==> config.mk <==
export PLATFORM = sky130hd
export DESIGN_NAME = dot_scheduler
export DESIGN_NICKNAME = d
export VERILOG_FILES = /design/src/rtl/dot_scheduler.sv
export SDC_FILE = /design/constraint.sdc
export NUM_CORES = 1
export LEC_CHECK = 0
export CAP_MARGIN = 30
export CORE_MARGIN = 2
export CORE_UTILIZATION = 35
export DETAILED_ROUTE_END_ITERATION = 10
export HOLD_SLACK_MARGIN = 0.15
export PLACE_DENSITY_LB_ADDON = 0.1
export SLEW_MARGIN = 20
export SYNTH_ARGS = -nofsm -noshare
export SYNTH_HDL_FRONTEND = slang
export SYNTH_SLANG_ARGS = --single-unit
==> constraint.sdc <==
create_clock -name CLK -period 2.1 [get_ports CLK]
set_input_delay 0.42 -clock CLK [delete_from_list [all_inputs] [get_ports CLK]]
set_output_delay 0.42 -clock CLK [all_outputs]
set_load 0.02 [all_outputs]
==> src/rtl/dot_scheduler.sv <==
// dot_scheduler: arbitrates two digit requesters onto one dot-matrix display.
// Each grant lights the display for HOLD_CYCLES, then blanks for GAP_CYCLES.
// Ties in IDLE are resolved round-robin against the last granted requester.
module dot_scheduler #(
    parameter int unsigned HOLD_CYCLES = 24000000,
    parameter int unsigned GAP_CYCLES  = 6000
) (
    input  logic       CLK,
    input  logic       RESET,
    input  logic       REQ_A,
    input  logic       REQ_B,
    input  logic [3:0] DIGIT_A,
    input  logic [3:0] DIGIT_B,
    input  logic       CLEAR,
    output logic       GNT_A,
    output logic       GNT_B,
    output logic       ERR_A,
    output logic       ERR_B,
    output logic [3:0] DOT_DIGIT,
    output logic       DOT_EN,
    output logic [1:0] OWNER,
    output logic       BUSY
);

    typedef enum logic [1:0] {
        IDLE = 2'd0,
        SHOW = 2'd1,
        GAP  = 2'd2
    } state_t;

    localparam logic [1:0]  OWN_NONE  = 2'b00;
    localparam logic [1:0]  OWN_A     = 2'b01;
    localparam logic [1:0]  OWN_B     = 2'b10;
    localparam logic [24:0] HOLD_LAST = 25'(HOLD_CYCLES - 1);
    localparam logic [24:0] GAP_LAST  = 25'(GAP_CYCLES - 1);

    state_t      state_q, state_d;
    logic [24:0] cnt_q, cnt_d;
    logic [3:0]  digit_q, digit_d;
    logic        en_q, en_d;
    logic [1:0]  owner_q, owner_d;
    logic        busy_q, busy_d;
    logic        gnt_a_q, gnt_a_d;
    logic        gnt_b_q, gnt_b_d;
    logic        err_a_q, err_a_d;
    logic        err_b_q, err_b_d;
    logic        last_b_q, last_b_d;

    logic elig_a, elig_b, bad_a, bad_b, pick_a, pick_b;

    // Eligibility and round-robin pick among the two requesters
    always_comb begin
        elig_a = REQ_A && (DIGIT_A <= 4'd9);
        elig_b = REQ_B && (DIGIT_B <= 4'd9);
        bad_a  = REQ_A && (DIGIT_A > 4'd9);
        bad_b  = REQ_B && (DIGIT_B > 4'd9);
        pick_a = elig_a && (!elig_b || last_b_q);
        pick_b = elig_b && !pick_a;
    end

    // State and registered outputs; reset leaves LAST=B so A wins the first tie
    always_ff @(posedge CLK or posedge RESET) begin
        if (RESET) begin
            state_q  <= IDLE;
            cnt_q    <= '0;
            digit_q  <= '0;
            en_q     <= 1'b0;
            owner_q  <= OWN_NONE;
            busy_q   <= 1'b0;
            gnt_a_q  <= 1'b0;
            gnt_b_q  <= 1'b0;
            err_a_q  <= 1'b0;
            err_b_q  <= 1'b0;
            last_b_q <= 1'b1;
        end else begin
            state_q  <= state_d;
            cnt_q    <= cnt_d;
            digit_q  <= digit_d;
            en_q     <= en_d;
            owner_q  <= owner_d;
            busy_q   <= busy_d;
            gnt_a_q  <= gnt_a_d;
            gnt_b_q  <= gnt_b_d;
            err_a_q  <= err_a_d;
            err_b_q  <= err_b_d;
            last_b_q <= last_b_d;
        end
    end

    // Next state and shared SHOW/GAP counter; CLEAR overrides everything
    always_comb begin
        state_d = state_q;
        cnt_d   = cnt_q;
        if (CLEAR) begin
            state_d = IDLE;
            cnt_d   = '0;
        end else begin
            unique case (state_q)
                IDLE: begin
                    if (pick_a || pick_b) begin
                        state_d = SHOW;
                        cnt_d   = '0;
                    end
                end
                SHOW: begin
                    if (cnt_q == HOLD_LAST) begin
                        state_d = GAP;
                        cnt_d   = '0;
                    end else begin
                        cnt_d = cnt_q + 25'd1;
                    end
                end
                GAP: begin
                    if (cnt_q == GAP_LAST) begin
                        state_d = IDLE;
                        cnt_d   = '0;
                    end else begin
                        cnt_d = cnt_q + 25'd1;
                    end
                end
                default: begin
                    state_d = IDLE;
                    cnt_d   = '0;
                end
            endcase
        end
    end

    // Next values of the registered outputs and the round-robin pointer
    always_comb begin
        gnt_a_d  = 1'b0;
        gnt_b_d  = 1'b0;
        err_a_d  = 1'b0;
        err_b_d  = 1'b0;
        digit_d  = digit_q;
        en_d     = en_q;
        owner_d  = owner_q;
        last_b_d = last_b_q;
        busy_d   = (state_d != IDLE);
        if (CLEAR) begin
            digit_d = '0;
            en_d    = 1'b0;
            owner_d = OWN_NONE;
        end else begin
            unique case (state_q)
                IDLE: begin
                    err_a_d = bad_a;
                    err_b_d = bad_b;
                    if (pick_a) begin
                        gnt_a_d  = 1'b1;
                        digit_d  = DIGIT_A;
                        en_d     = 1'b1;
                        owner_d  = OWN_A;
                        last_b_d = 1'b0;
                    end else if (pick_b) begin
                        gnt_b_d  = 1'b1;
                        digit_d  = DIGIT_B;
                        en_d     = 1'b1;
                        owner_d  = OWN_B;
                        last_b_d = 1'b1;
                    end
                end
                SHOW: begin
                    if (cnt_q == HOLD_LAST) begin
                        digit_d = '0;
                        en_d    = 1'b0;
                        owner_d = OWN_NONE;
                    end
                end
                default: begin
                end
            endcase
        end
    end

    assign GNT_A     = gnt_a_q;
    assign GNT_B     = gnt_b_q;
    assign ERR_A     = err_a_q;
    assign ERR_B     = err_b_q;
    assign DOT_DIGIT = digit_q;
    assign DOT_EN    = en_q;
    assign OWNER     = owner_q;
    assign BUSY      = busy_q;

endmodule

# --- After elaboration in Yosys (flattened, before gate mapping) ---
# Cells that the tools add are included.
op_classes:
  magnitude_cmp: 4
  n_eq_ne: 7
  bitwise_logic: 1
  n_reduce_logical: 16
  n_mux: 37
  add_sub_neg: 1
op_table:
  columns: ["operator", "count"]
  rows:
  - ["two-way mux 25 bit", 4]
  - ["one-hot mux 25 bit (3 select lines)", 1]
  - ["adder 25 x 1 -> 25 bit (second input constant)", 1]
  - ["equality test 25 x 13 -> 1 bit (second input constant)", 1]
  - ["equality test 25 bit (second input constant)", 1]
  - ["two-way mux 1 bit", 16]
  - ["two-way mux 2 bit", 8]
  - ["two-way mux 4 bit", 4]
  - ["> comparator 4 bit (second input constant)", 2]
  - ["<= comparator 4 bit (second input constant)", 2]
  - ["one-hot mux 4 bit (2 select lines)", 1]
  - ["logical AND 1 bit", 6]
  - ["!= test 3 bit (second input constant)", 2]
  - ["one-hot mux 2 bit (3 select lines)", 1]
  - ["AND reduction 3 bit", 2]
  - ["!= test 4 bit (second input constant)", 1]
  - ["one-hot mux 2 bit (2 select lines)", 1]
  - ["nonzero test 2 bit", 2]
  - ["nonzero test 3 bit", 1]
  - ["equality test 2 x 1 -> 1 bit (second input constant)", 1]
  - ["equality test 2 bit (second input constant)", 1]
  - ["logical NOT 1 bit", 2]
  - ["logical NOT 2 bit", 1]
  - ["logical OR 1 bit", 2]
  - ["other kinds (2)", 2]
word_totals:
  wordCells: 77
  out_inout_bits: 12
  register_bits: 40
  in_bits: 13

# --- Longest topological paths before layout ---
# Gate-level depths: netlist of run 1.
depth:
  depth_word: 12
  mapped_depth: 8

# --- Worst setup path before layout of run 1 ---
# OpenSTA, ideal clock, no wires.
synth_timing:
  kind: "register -> register"
  start: "reg state_q[0]"
  end: "reg owner_q[1], in the netlist OWNER[1]"
  setup_time_ns: 0.121
  path_buffers: 1
  stages_incl_launch_ff: 8
  arrival_time_ns: 1.767
  setup_slack_ns: 0.212
  required_time_ns: 1.979
  cell_sequence: "dfrtp_1 -> inv_1 -> ha_1 -> nand2b_1 -> a221oi_2 -> clkbuf_1 -> nor3_1 -> a22o_1"
synth_via:
  elab_chain_len: 3
synth_rtl:
  columns: ["item", "line_no", "source"]
  rows:
  - ["start, declared", "37", "state_t state_q, state_d;"]
  - ["start signal, assigned", "76", "state_q <= state_d;"]
  - ["equality test 2 x 1 -> 1 bit or logical NOT 2 bit (tied branches)", "145", "unique case (state_q)"]
  - ["!= test 3 bit (no source line) (tied with other cells)", null, null]
  - ["AND reduction 3 bit (no source line) or two-way mux 2 bit (tied branches)", null, null]
  - ["end signal, assigned", "80", "owner_q <= owner_d;"]
  - ["end, declared", "41", "logic [1:0] owner_q, owner_d;"]
# Several ways; a longest one is shown, not always the timed one.
# A chain may end at the register's enable or synchronous reset.

# --- Final worst setup path of run 1 ---
layout_timing:
  start: "reg cnt_q[1]"
  end: "reg busy_q, in the netlist BUSY"
layout_via:
  elab_chain_len: 5
layout_rtl:
  columns: ["item", "line_no", "source"]
  rows:
  - ["start, declared", "38", "logic [24:0] cnt_q, cnt_d;"]
  - ["start signal, assigned", "77", "cnt_q <= cnt_d;"]
  - ["equality test 25 x 13 -> 1 bit or equality test 25 bit (tied branches)", "114, 106", null]
  - ["two-way mux 2 bit (on tied branches)", "114, 106", null]
  - ["one-hot mux 2 bit (3 select lines) (*)", "98", "unique case (state_q)"]
  - ["two-way mux 2 bit (*)", "94", "if (CLEAR) begin"]
  - ["via state_d[1]", "37", null]
  - ["nonzero test 2 bit (*)", "139", "busy_d = (state_d != IDLE);"]
  - ["via busy_d", "42", "logic busy_q, busy_d;"]
  - ["end signal, assigned", "81", "busy_q <= busy_d;"]
  - ["end, declared", "42", null]
# Mark *: on every way through the listed nets, which the timed path passes. The rest lies on a longest branch.

==> metrics.csv, run 1 <==
metric,value,unit
clk_latency,290,ps
gp_congestion,0.807,
detail_route.first_pass.iterations,4,
ys.flop_type,dfrtp_1,
synth_area_per_cell,9.92,um2
p_leak,1.33,nW
grt_pass1_wl,8900,um
crit_type,flip-flop to flip-flop,
power.density,620,nW/um2
rsz0062_at_grt,true,
area_growth,39.1,%
drive_above_1_share,24.0,%
htreeDepth,2,
antenna_found_initial,0,
cts.path.max_buffers,2,
vias_per_cell,5.10,
rows,28,
fp.coreArea,5920,um2
synth_top_area_share,45.7,%
fin_skew,5.55,ps
grt_max_degree,41,
hold_buffers,0,
max_freq,0.492,GHz
yosysMostFrequentCell,dfrtp_1,
start_util,36.0,%
final_util,50.1,%
cts-buffers-inserted,5,
worst_pin_slew,326,ps
ys_async_sr_fraction,100,%
ys_types,44,
num_io_pins,25,
dp_hpwl,3830,um
hold_violations,0,
cts_tree,built,
slew_violations,0,
critPathMaxFanout,4,
yosysWarnings,0,
clock-sinks,40,
fin_nets,304,
synth-seq-area-share,47.0,%
postRouteAntennaNets,0,
maxCapViolCount,0,
die_w,82.1,um
grt_pass1_vias,1812,
dieArea,6740,um2
drcViolationCount,0,
grt_use_total,17.4,%
synth_top_cell_by_area,dfrtp_1,
synth.area.top_cells,"dfrtp_1 (46%), nor2_1 (5.5%), xor2_1 (3.7%), nand2_1 (3.2%), ha_1 (2.9%)",
total_power,1.84,mW
diodes,0,
synth_edf_count,0,
clkTransAtPathRegs,80,ps
synthTopCellsByCount,"dfrtp_1 (39), nor2_1 (31), nand2_1 (18), o21ai_0 (12), nand4_1 (10)",
ir_drop,0.323,mV
ys_ff_latch,40,
wirelength,5320,um
numPortBuffers,24,
slew_headroom,78.0,%
root_buffer,clkbuf_8,
min_path_type,input pin to async pin,
drt_iter0_drc,104,
finalSetupViolCount,0,
min_period,2030,ps
startpoint_type,flip-flop,
crit_required,2280,ps
syn-cell-area,2130,um2
synth_cells,215,
wl_per_cell,14.7,um
worstPathArrival,2210,ps
period_share,96.8,%
finalSetupTns,0,ps
vias,1845,
status,completed,
endpoint_kind,flip-flop,
grt.overflow.total,0,
die_h,82.1,um
synthesis.nets,233,
per-stage QoR:
stage	hold WS, ps	area [um2]	std cells	worst slack (ps)
6_report	471	2970	362	68.0
5_1_grt	511	2970	362	-7.43
4_1_cts	483	2910	359	8.27
3_5_place_dp	472	2760	349	-356
3_3_place_gp	470	2760	349	-265
2_1_floorplan	483	2130	215	212
state kept, by name, summed over array words and instances (netlist names), 2 cells and up:
register,flops
state_q,2
DOT_DIGIT,4
OWNER,2
cnt_q,25
power breakdown:
part | internal (mW) | switching [mW]
Clock | 0.353 | 0.269
Combinational | 0.183 | 0.193
Sequential | 0.816 | 0.0266
layout make-up:
class,instances,area [um2]
clock buffers,6,72.6
clock inverters,2,35.0
fillers,550,2950
inverters,6,22.5
multi-input cells,165,1140
flip-flops and latches,40,1000
well taps,75,93.8
repair buffers,68,596
layer usage:
metal / vias to the layer above / GRT usage [%] / routed length [um]
li1: 922 / - / -
met1: 894 / 25.9 / 2820
met2: 21 / 25.5 / 2310
met3: 8 / 3.30 / 119
met4: 0 / 4.83 / 69
met5: - / 0 / 0
worst paths after layout:
check | startpoint | end | slack [ps] | cells after the start
setup / recovery | cnt_q[1] | BUSY | 70 | 8
hold / removal | RESET | cnt_q[16] | 470 | 3
setup reg to reg | cnt_q[1] | BUSY | 70 | 8
hold reg to reg | DOT_EN | DOT_EN | 490 | 1
max in group asynchronous | RESET | last_b_q | 1350 | 3
min in group CLK | DOT_EN | DOT_EN | 490 | 1
logic make-up (layout without fill, tap and decap cells):
logic type	count (synthesis)	in the layout	share of synthesized area, %
xor gates and xnor gates	14	14	5.75
muxes	5	5	2.35
buffers and inverters	10	82	2.17
and+or+nand+nor	96	96	23.4
DFF	40	40	47.0
adders and majority gates	5	5	2.93
AOI/OAI and AO/OA	45	45	16.4
cells in the final DEF, fill, tap and decap left out, types with 7 or more instances in the layout:
cell type	Yosys	layout
nand2_1	18	18
dfrtp_1	39	39
clkdlybuf4s50_1	0	24
xor2_1	9	9
a22o_1	7	7
nand4_1	10	10
buf_4	0	42
nor2_1	31	30
o21ai_0	12	11
worst max-delay path: stages (launching register included):
cell     delay [ps]
dfrtp_1         400
ha_4            160
and3_4          210
nand3_2          90
o41ai_4         340
buf_4           190
buf_4           120
a31oi_1         110
or2_2           290
what timing repair did:
item | 4_1_cts | 5_1_grt
setup buffers | 2 | 3
resized for setup | 6 | 7
gates cloned | 0 | 0
endpoints found under the setup margin | 21 | 21
pin swaps | 1 | 6
Power figures use the tool's default switching activity.
==> run 2, diff against run 1 <==
- DONT_BUFFER_PORTS: not set -> 1
==> run 2 against run 1 <==
Net effect: clock skew grew 4.8 ps; setup slack lost 43 ps; largest power group unchanged; largest cell class unchanged; maximum frequency decreased by 2.1%; cell count decreased by 12%; worst hold slack worse by 250 ps; highest routed layer unchanged.
==> metrics.csv, run 2 (synthesized netlist as in run 1, its figures left out) <==
metric,value,unit,change
period_share,98.8,%,+2.0 points
drive_above_1_share,20.7,%,-3.4 points
max_freq,0.482,GHz,-2.1%
dp_hpwl,3740,um,-2.3%
final_cell_mix,"dfrtp_1 (36), nor2_1 (30), buf_4 (20)",,
antenna_found_initial,0,,unchanged
dieArea,6740,um2,unchanged
vias_per_cell,5.45,,+7.0%
num-fill-cells,577,,+4.9%
wirelength,5280,um,-0.68%
slew_headroom,60.9,%,-17 points
gp_congestion,0.828,,+2.7%
clk_latency,300,ps,about the same
grt_pass1_wl,8360,um,-6.1%
rows,28,,unchanged
grt_max_degree,16,,-61%
ir_drop,0.335,mV,+3.7%
drt_iter0_drc,97,,-6.7%
crit_start,cnt_q[0],,
drcViolationCount,0,,unchanged
htreeDepth,2,,unchanged
largest_reg_flops,25,,unchanged
grt_pass1_vias,1685,,-7.0%
hold_violations,0,,unchanged
grt.overflow.total,0,,unchanged
dp_slack,-30.0,ps,+326 ps
cts.path.max_buffers,2,,unchanged
fp.coreArea,5920,um2,unchanged
slew_violations,0,,unchanged
postRouteAntennaNets,0,,unchanged
num_io_pins,25,,unchanged
die_h,82.1,um,unchanged
power.density,640,nW/um2,+3.1%
final_common_cell,dfrtp_1,,
worst_pin_slew,585,ps,+259 ps
setup_slack,25.4,ps,-42.7 ps
crit_required,2280,ps,about the same
root_buffer,clkbuf_8,,
die_w,82.1,um,unchanged
diodes,0,,unchanged
crit_type,flip-flop to flip-flop,,
cts-buffers-inserted,5,,unchanged
fin_nets,259,,-15%
vias,1729,,-6.3%
min_path_type,input pin to flip-flop,,
detail_route.first_pass.iterations,4,,unchanged
status,completed,,
r2r-start,cnt_q[0],,
clkTransAtPathRegs,80,ps,about the same
total_power,1.63,mW,-11%
startpoint_type,flip-flop,,
clock-sinks,40,,unchanged
p_leak,1.12,nW,-16%
cts_tree,built,,
finalSetupTns,0,ps,unchanged
grt_use_total,16.5,%,-0.86 points
r2r_cells,8,,unchanged
wl_per_cell,16.7,um,+13%
numPortBuffers,0,,-100%
min_period,2070,ps,+42.7 ps
critPathMaxFanout,5,,+1
fin_skew,10.3,ps,+4.79 ps
worstPathArrival,2260,ps,+50 ps
cp-endpoint,cnt_q[8],,
finalSetupViolCount,0,,unchanged
maxCapViolCount,0,,unchanged
regToRegSetupSlack,30,ps,-40 ps
regMostFlops,cnt_q,,
start_util,36.0,%,unchanged
endpoint_kind,flip-flop,,
area_growth,19.8,%,
worstReg2RegEnd,cnt_q[8],,
hold-worst-slack,218,ps,-254 ps
[run 2: cell count changes in the layout (fill, tap and decap cells not counted), moves of 3 or more]
| cell | previous run | this run |
|---|---|---|
| clkdlybuf4s50_1 | 24 | 0 |
| buf_4 | 42 | 20 |
| dfrtp_1 | 39 | 36 |
| dfrtp_2 | 0 | 3 |
[run 2: timing repair]
action,CTS,global route
hold buffers,1,0
buffers inserted,0,6
pin swaps,0,8
resized for setup,3,14
gates cloned,0,1
endpoints found under the setup margin,20,22
endpoints found under the hold margin,13,0
[run 2: layout make-up]
| type | instances | area, um2 | area share, % |
|---|---|---|---|
| clock inverter | 3 | 21.3 | 0.832 |
| clock buffer | 5 | 68.8 | 2.69 |
| sequential | 40 | 1010 | 39.4 |
| tap | 75 | 93.8 | 3.67 |
| inverter | 6 | 22.5 | 0.881 |
| multi-input combinational | 166 | 1160 | 45.5 |
| timing repair buffer | 22 | 180 | 7.05 |
[run 2: worst min path at each step]
stage	startpoint	endpoint	slack (ps)	cells past startpoint
6_report	REQ_A	ERR_A	220	2
5_1_grt	REQ_B	ERR_B	210	2
4_1_cts	REQ_B	ERR_B	210	2
3_5_place_dp	RESET	cnt_q[18]	400	1
3_3_place_gp	RESET	cnt_q[18]	390	1
2_1_floorplan	cnt_q[1]	cnt_q[1]	480	1
[run 2: critical path, stage by stage (launching register included)]
cell and delay (ps):
dfrtp_1 430, ha_4 170, and3_4 210, nand3_2 100, o41ai_4 360, buf_4 210
a211o_4 180, o21ai_0 100, a22o_1 200
[run 2: where the power goes]
group          internal, mW  leakage (nW)  switching [mW]
sequential            0.816         0.541          0.0696
clock                 0.236        0.0445           0.294
combinational        0.0896         0.536           0.130
[run 2: per-stage QoR]
step	area (um2)	util (%)	cells
after global placement	2330	39.3	301
final	2560	43.2	317
after global routing	2560	43.2	317
after CTS	2440	41.2	310
after detailed placement	2330	39.3	301
after floorplan	2130	-	215
[run 2: per-layer routing]
layer  vias to the layer above  GRT usage, %  share of wire, %
met3                         7          4.07               4.0
met1                       866          23.8                47
met5                         -             0                 0
met2                        29          24.2                47
li1                        827             -                 -
met4                         0          5.50               1.3
==> run 3, diff against run 2 <==
- CORE_UTILIZATION: 35 -> 50
- RECOVER_POWER: not set -> 25
- TNS_END_PERCENT: not set -> 30
==> run 3 against run 2 <==
Net effect: critical path depth unchanged; design area down 3.5%; power up 5.2%; setup slack better by 35 ps; via count about the same; maximum frequency up 1.7%; highest routed layer unchanged; largest power group unchanged; register-to-register slack better by 40 ps.
==> metrics.csv, run 3 (synthesized netlist as in run 1, its figures left out) <==
metric,value,unit,change
cts_tree,built,,
fin_skew,9.40,ps,-0.932 ps
rsz0062_at_grt,false,,
place_area,2270,um2,-2.3%
drive_above_1_share,16.7,%,-4.0 points
min_to,ERR_B,,
ir_drop,0.402,mV,+20%
grt_use_total,20.6,%,+4.1 points
wirelength,4900,um,-7.3%
power.density,698,nW/um2,+9.1%
grt_pass1_wl,7910,um,-5.4%
slew_headroom,54.6,%,-6.3 points
die_h,69.3,um,-16%
startpoint_type,flip-flop,,
wl_per_cell,17.2,um,+3.5%
min_period,2040,ps,-35.4 ps
vias_per_cell,6.09,,+12%
status,completed,,
regToRegSetupSlack,60,ps,+40 ps
grt_max_degree,16,,unchanged
crit_start,cnt_q[0],,
fin_cells,284,,-10%
r2r_cells,8,,unchanged
final_cell_mix,"dfrtp_1 (39), nor2_1 (30), nand2_1 (18)",,
period_share,97.1,%,-1.7 points
antenna_found_initial,0,,unchanged
finalInstanceArea,2470,um2,-3.5%
numPortBuffers,0,,unchanged
final_common_cell,dfrtp_1,,
drt_iter0_drc,155,,+60%
clkTransAtPathRegs,80,ps,about the same
detail_route.first_pass.iterations,5,,+1
p_leak,1.09,nW,-2.4%
r2r-start,cnt_q[0],,
die_w,69.3,um,-16%
dp_hpwl,3640,um,-2.7%
max_freq,0.490,GHz,+1.7%
largest_reg_flops,25,,unchanged
min_path_cells,2,,unchanged
slew_violations,0,,unchanged
diodes,0,,unchanged
maxCapViolCount,0,,unchanged
root_buffer,clkbuf_8,,
cts-buffers-inserted,5,,unchanged
htreeDepth,2,,unchanged
cts.path.max_buffers,2,,unchanged
num-fill-cells,323,,-44%
worstPathArrival,2230,ps,-30 ps
hp-start,REQ_B,,
finalSetupViolCount,0,,unchanged
clock-sinks,40,,unchanged
hold_violations,0,,unchanged
crit_required,2290,ps,about the same
grt_pass1_vias,1643,,-2.5%
critPathMaxFanout,5,,unchanged
crit_type,flip-flop to flip-flop,,
rows,23,,-18%
dieArea,4810,um2,-29%
postRouteAntennaNets,0,,unchanged
min_path_type,input pin to flip-flop,,
clk_latency,290,ps,about the same
worstReg2RegEnd,cnt_q[4],,
regMostFlops,cnt_q,,
fp.coreArea,4060,um2,-31%
area_growth,15.6,%,
grt.overflow.total,0,,unchanged
vias,1730,,+0.058%
gp_congestion,0.896,,+8.2%
start_util,52.6,%,+17 points
drcViolationCount,0,,unchanged
fin_nets,251,,-3.1%
worst_pin_slew,676,ps,+90.8 ps
dp_cells,273,,-9.3%
num_io_pins,25,,unchanged
endpoint_kind,flip-flop,,
==> run 3: changes by cell type in the layout (fill, tap and decap cells not counted), moves of 2 or more <==
cell,change
o21ai_0,+2
dfrtp_1,+3
buf_4,-8
o21ai_1,-2
dfrtp_2,-3
==> run 3: how the worst max path moves through the flow <==
stage / end / slack (ps)
final: cnt_q[4] / 60
after floorplan: OWNER[1] / 210
after detailed placement: cnt_q[8] / 20
after global routing: cnt_q[20] / 1
after CTS: cnt_q[18] / -1
after global placement: cnt_q[15] / 50
==> run 3: routing by layer <==
| metal | up-vias | track usage [%] | routed length (um) |
|---|---|---|---|
| met5 | - | 0 | 0 |
| met2 | 54 | 34.9 | 2410 |
| li1 | 814 | - | - |
| met4 | 0 | 5.23 | 78 |
| met3 | 10 | 4.94 | 235 |
| met1 | 852 | 26.5 | 2180 |
==> run 3: final cells by class <==
cell class | instances | area [um2] | share of cell area [%]
Tap cell | 50 | 62.6 | 2.54
Clock buffer | 5 | 68.8 | 2.79
Clock inverter | 3 | 42.5 | 1.73
Inverter | 6 | 22.5 | 0.913
Timing Repair Buffer | 14 | 120 | 4.87
Sequential cell | 40 | 1000 | 40.6
Multi-Input combinational cell | 166 | 1150 | 46.5
==> run 3: power by group <==
group	internal [mW]	switching [mW]
clock	0.352	0.274
sequential	0.816	0.0689
combinational	0.0829	0.127
total	1.25	0.470
==> run 3: timing repair <==
item / CTS / global route
setup buffers: 0 / 1
hold buffers: 1 / 0
pin swaps: 0 / 3
endpoints found under the setup margin: 3 / 22
hold endpoints to repair: 12 / 0
gates cloned: 0 / 1
resized for setup: 0 / 9
==> run 3: metrics by stage <==
stage               utilization (%)  power (mW)  hold WS, ps  setup slack [ps]  TNS (ps)
finish                         60.8        1.72          237              60.8         0
floorplan                         -        1.03          483               212         0
detailed placement             56.1        1.10          378              16.1         0
global route                   60.8        1.79          246              1.24         0
global placement               56.1        1.09          362              52.7         0
CTS                            59.1        1.72          228             -1.18     -3.04
==> run 3: critical path: stages, from the launching register on <==
cell     delay, ps
dfrtp_1        400
ha_2           230
and3_4         220
nand3_2         90
o41ai_4        350
buf_4          190
a211o_4        170
o21ai_0         90
a22o_1         190
==> variant 1 (config.mk and constraints of run 1) <==
Register the output `ERR_A` once more, cleared by the reset; this adds one clock of latency there. The other outputs are not delayed to match.
--- a/src/rtl/dot_scheduler.sv
+++ b/src/rtl/dot_scheduler.sv
@@ -176,5 +176,11 @@
     assign GNT_A     = gnt_a_q;
     assign GNT_B     = gnt_b_q;
-    assign ERR_A     = err_a_q;
+    always_ff @(posedge CLK or posedge RESET) begin
+        if (RESET) begin
+            ERR_A <= '0;
+        end else begin
+            ERR_A <= err_a_q;
+        end
+    end
     assign ERR_B     = err_b_q;
     assign DOT_DIGIT = digit_q;
Check against the original RTL: not equivalent (a bounded check fails within 4 cycles, from zero or initial values and one cycle with RESET high).
==> variant 1 against run 1 <==
  * The flow now finishes with violations (setup timing)
  * Worst setup slack worse by 380 ps
  * Critical path depth fell by 3
  * Non-clock buffer count up 16
  * Hold slack got worse by 120 ps
  * Synthesized area is 1.2% lower
  * Wire length rose by 1.2%
  * Power is 4.7% higher
  * Design area is 6.6% higher
  * Critical endpoint is now OWNER[1]
  * Combinational power up 6.4%
  * Sequential cell count rose by 1
==> variant 1: results (changes against run 1) <==
metric	value	unit	change
cts_sinks	41		+2.5%
status	finished, violations left		
nets	324		+6.6%
skew	9.928	ps	+4.381 ps
arrival	2600	ps	+390 ps
crit_end	OWNER[1]		
wirelength	5.379	mm	+1.2%
gr-usage-all-layers	0.1782		+0.004192
synthAdderAreaFrac	0.02969		+0.0003657
setup-violations-final	35		+35
reg2reg_depth	5		-3
seq-power	0.861	mW	+2%
hpwl	3.887	mm	+1.5%
violations	setup timing		
synth_cell_types	43		-2.3%
p_switching	0.5109	mW	+4.6%
grt_max_degree	42		+2.4%
ir_worst_vdd	0.0003411	V	+5.6%
grt_pass1_wl	8.997	mm	+1.1%
cp_max_fo	7		+3
p_leak	1.430	nW	+7.6%
gp_congestion	0.7876		-2.3%
dp_cells	371		+6.3%
setup_tns	-8073	ps	-8073 ps
grt_pass1_vias	1848		+2.0%
ys_seq_area_frac	0.4875		+0.01773
synthXorXnorAreaFrac	0.05819		+0.0007168
setup_slack	-314.7	ps	-382.8 ps
synthesis.nets	237		+1.7%
intPower	1.416	mW	+4.7%
synth_compound_area_frac	0.1431		-0.02111
-- variant 1: changes by cell type after synthesis, sizes merged, moves of 2 or more --
| cell | change |
|---|---|
| nand2 | +6 |
| nor2 | -2 |
| o21ai | +3 |
| o2bb2ai | -5 |
| or4 | +2 |
-- variant 1: layout make-up --
class                           count  area (um2)
Fill cell                         525        2723
Timing Repair Buffer               84       716.9
Clock buffer                        7       86.33
Inverter                            6       22.52
Multi-Input combinational cell    168        1186
Sequential cell                    41        1027
Tap cell                           75       93.84
Clock inverter                      1       30.03
-- variant 1: per-layer routing --
metal,GRT usage,share of wire
met5,0,0
met2,0.2656,0.45
met4,0.05000,0.012
met1,0.2618,0.52
met3,0.03626,0.023
-- variant 1: cell families (layout without fill, tap and decap cells) --
logic type               after synthesis  in the layout
XOR/XNOR                              14             14
AND/OR/NAND/NOR                      101            101
adder cells (fa/ha/maj)                5              5
flip-flops                            41             41
buffers and inverters                 10             98
AO/OA/AOI/OAI                         43             43
multiplexers                           5              5
==> variant 2 (settings of run 1) <==
Made on the original files. Set the parameter `GAP_CYCLES` to 3000 (it was 6000).
--- a/src/rtl/dot_scheduler.sv
+++ b/src/rtl/dot_scheduler.sv
@@ -4,5 +4,5 @@
 module dot_scheduler #(
     parameter int unsigned HOLD_CYCLES = 24000000,
-    parameter int unsigned GAP_CYCLES  = 6000
+    parameter int unsigned GAP_CYCLES  = 3000
 ) (
     input  logic       CLK,
Behaviour: same outputs for any inputs over 10 cycles, from zero or initial values and one cycle with RESET high; that may be too few to reach the edited logic, so the function may still have changed.
==> variant 2 against run 1 <==
  * Design area grew 3.8%
  * Worst setup slack lost 44 ps
  * Hold slack gained 7.6 ps
  * Critical path depth shrank 1
  * Power shrank 7.6%
  * Via count grew 3.4%
  * Clock power shrank 18%
  * First-iteration DRC count shrank 32%
  * Sequential cell count is the same
  * Synthesized area grew 3.1%
  * Clock skew shrank 2.3 ps
  * Wire length grew 2.6%
  * Critical path type unchanged
  * Critical endpoint unchanged
==> variant 2: results (changes against run 1) <==
metric	value	unit	change
cts_made_buffers	5		unchanged
intPower	1.211	mW	-10%
route.met3.wl	153	um	+29%
avgViaCountPerCell	5.088		-0.17%
ys_warn_count	0		unchanged
wl_met1	2.750	mm	-2.5%
drt_iter0_markers	71		-32%
ctsLongestPathBuffers	2		unchanged
crit_slowest_cell	or4_4		
synthTopCellsByCount	dfrtp_1, nor2_1, nand2_1		
nets	318		+4.6%
skew	3.251	ps	-2.296 ps
grt_pass1_wl	9.156	mm	+2.9%
fill_cells	536		-2.5%
p_leak	1.327	nW	-0.19%
hold_path_class	input pin to async pin		
antenna_found_initial	0		unchanged
fin_cells	375		+3.6%
dp_cells	366		+4.9%
drt_pass1_iterations	4		unchanged
arrival	2260	ps	+50 ps
syn_inst	223		+3.7%
gr-total-overflow	0		unchanged
ir_worst_vdd	0.0002606	V	-19%
hpwl	3.958	mm	+3.4%
wl_met2	2.482	mm	+7.6%
ys_seq_area_frac	0.4556		-0.01416
gp_congestion	0.7998		-0.83%
top_layer	met4		
worst_path_largest_cell_delay	550	ps	+150 ps
status	complete, no violations		
diodes	0		unchanged
drive_above_1_share	0.2833		+0.04292
synth_cell_types	47		+6.8%
slew-limit-headroom	0.7421		-0.03812
synth_area_leaders	dfrtp_1, nor2_1, nand2_1		
gr-usage-all-layers	0.1645		-0.009425
grt_max_degree	41		unchanged
wire_per_inst	14.54	um	-0.96%
synthesis.nets	241		+3.4%
grt_pass1_vias	1879		+3.7%
==> variant 2: cell types whose count changed after synthesis, moves of 4 or more <==
| cell | change |
|---|---|
| nor3_2 | +4 |
| and3_1 | -5 |
| xor2_1 | -5 |
| xnor2_1 | +4 |
==> variant 2: layer usage <==
layer | up-vias | GRT usage
met5 | - | 0
met4 | 0 | 0.04918
met3 | 7 | 0.02783
met2 | 30 | 0.2566
met1 | 904 | 0.2338
li1 | 967 | -
==> variant 2: kinds of logic after synthesis <==
kind of cell,synth area share
compound gates,0.1587
fa+ha+maj,0.02844
simple gates,0.2600
flops,0.4556
buf+inv,0.01763
mux,0.02787
xor+xnor,0.05176
==> variant 2: final timing paths <==
kind                               start        end  slack [ps]  depth (start not counted)
worst min register to register    DOT_EN     DOT_EN         480                          1
max in group asynchronous          RESET   last_b_q        1360                          3
worst min-delay path               RESET  cnt_q[16]         480                          3
worst max-delay path            cnt_q[3]       BUSY          20                          7
min in group CLK                  DOT_EN     DOT_EN         480                          1
worst max register to register  cnt_q[3]       BUSY          20                          7
==> variant 2: final cells by class <==
class / count / share of cell area
sequential: 40 / 0.3256
tap: 75 / 0.03049
timing repair buffer: 72 / 0.2041
clock inverter: 2 / 0.004065
inverter: 6 / 0.007317
clock buffer: 5 / 0.02236
multi-input combinational: 175 / 0.4061
==> variant 2: repair_timing <==
action,4_1_cts,5_1_grt
setup buffers,1,0
gates resized for setup,10,12
pin swaps,2,5
endpoints found under the setup margin,30,27
gates cloned,1,0
==> variant 2: power by group through the flow <==
stage               Combinational, mW  Sequential [mW]  Clock [mW]
floorplan                       0.143            0.889           0
CTS                             0.360            0.836       0.523
finish                          0.357            0.836       0.508
detailed placement              0.353            0.852           0
global placement                0.354            0.851           0
global route                    0.391            0.842       0.552
==> variant 2: worst max-delay path, delay by kind of cell, from the launching register on <==
family / cells / cell delay [ps]
flip-flops: 1 / 390
buffers and inverters: 1 / 170
AND/OR/NAND/NOR: 4 / 1040
AO/OA/AOI/OAI: 2 / 370
==> variant 2: through the flow <==
| step | worst slack [ps] | area, um2 |
|---|---|---|
| after floorplan | 4.613 | 2208 |
| after global placement | -367.0 | 2885 |
| after detailed placement | -386.6 | 2885 |
| after CTS | -0.1197 | 3028 |
| after global routing | -59.29 | 3078 |
| final | 23.90 | 3078 |
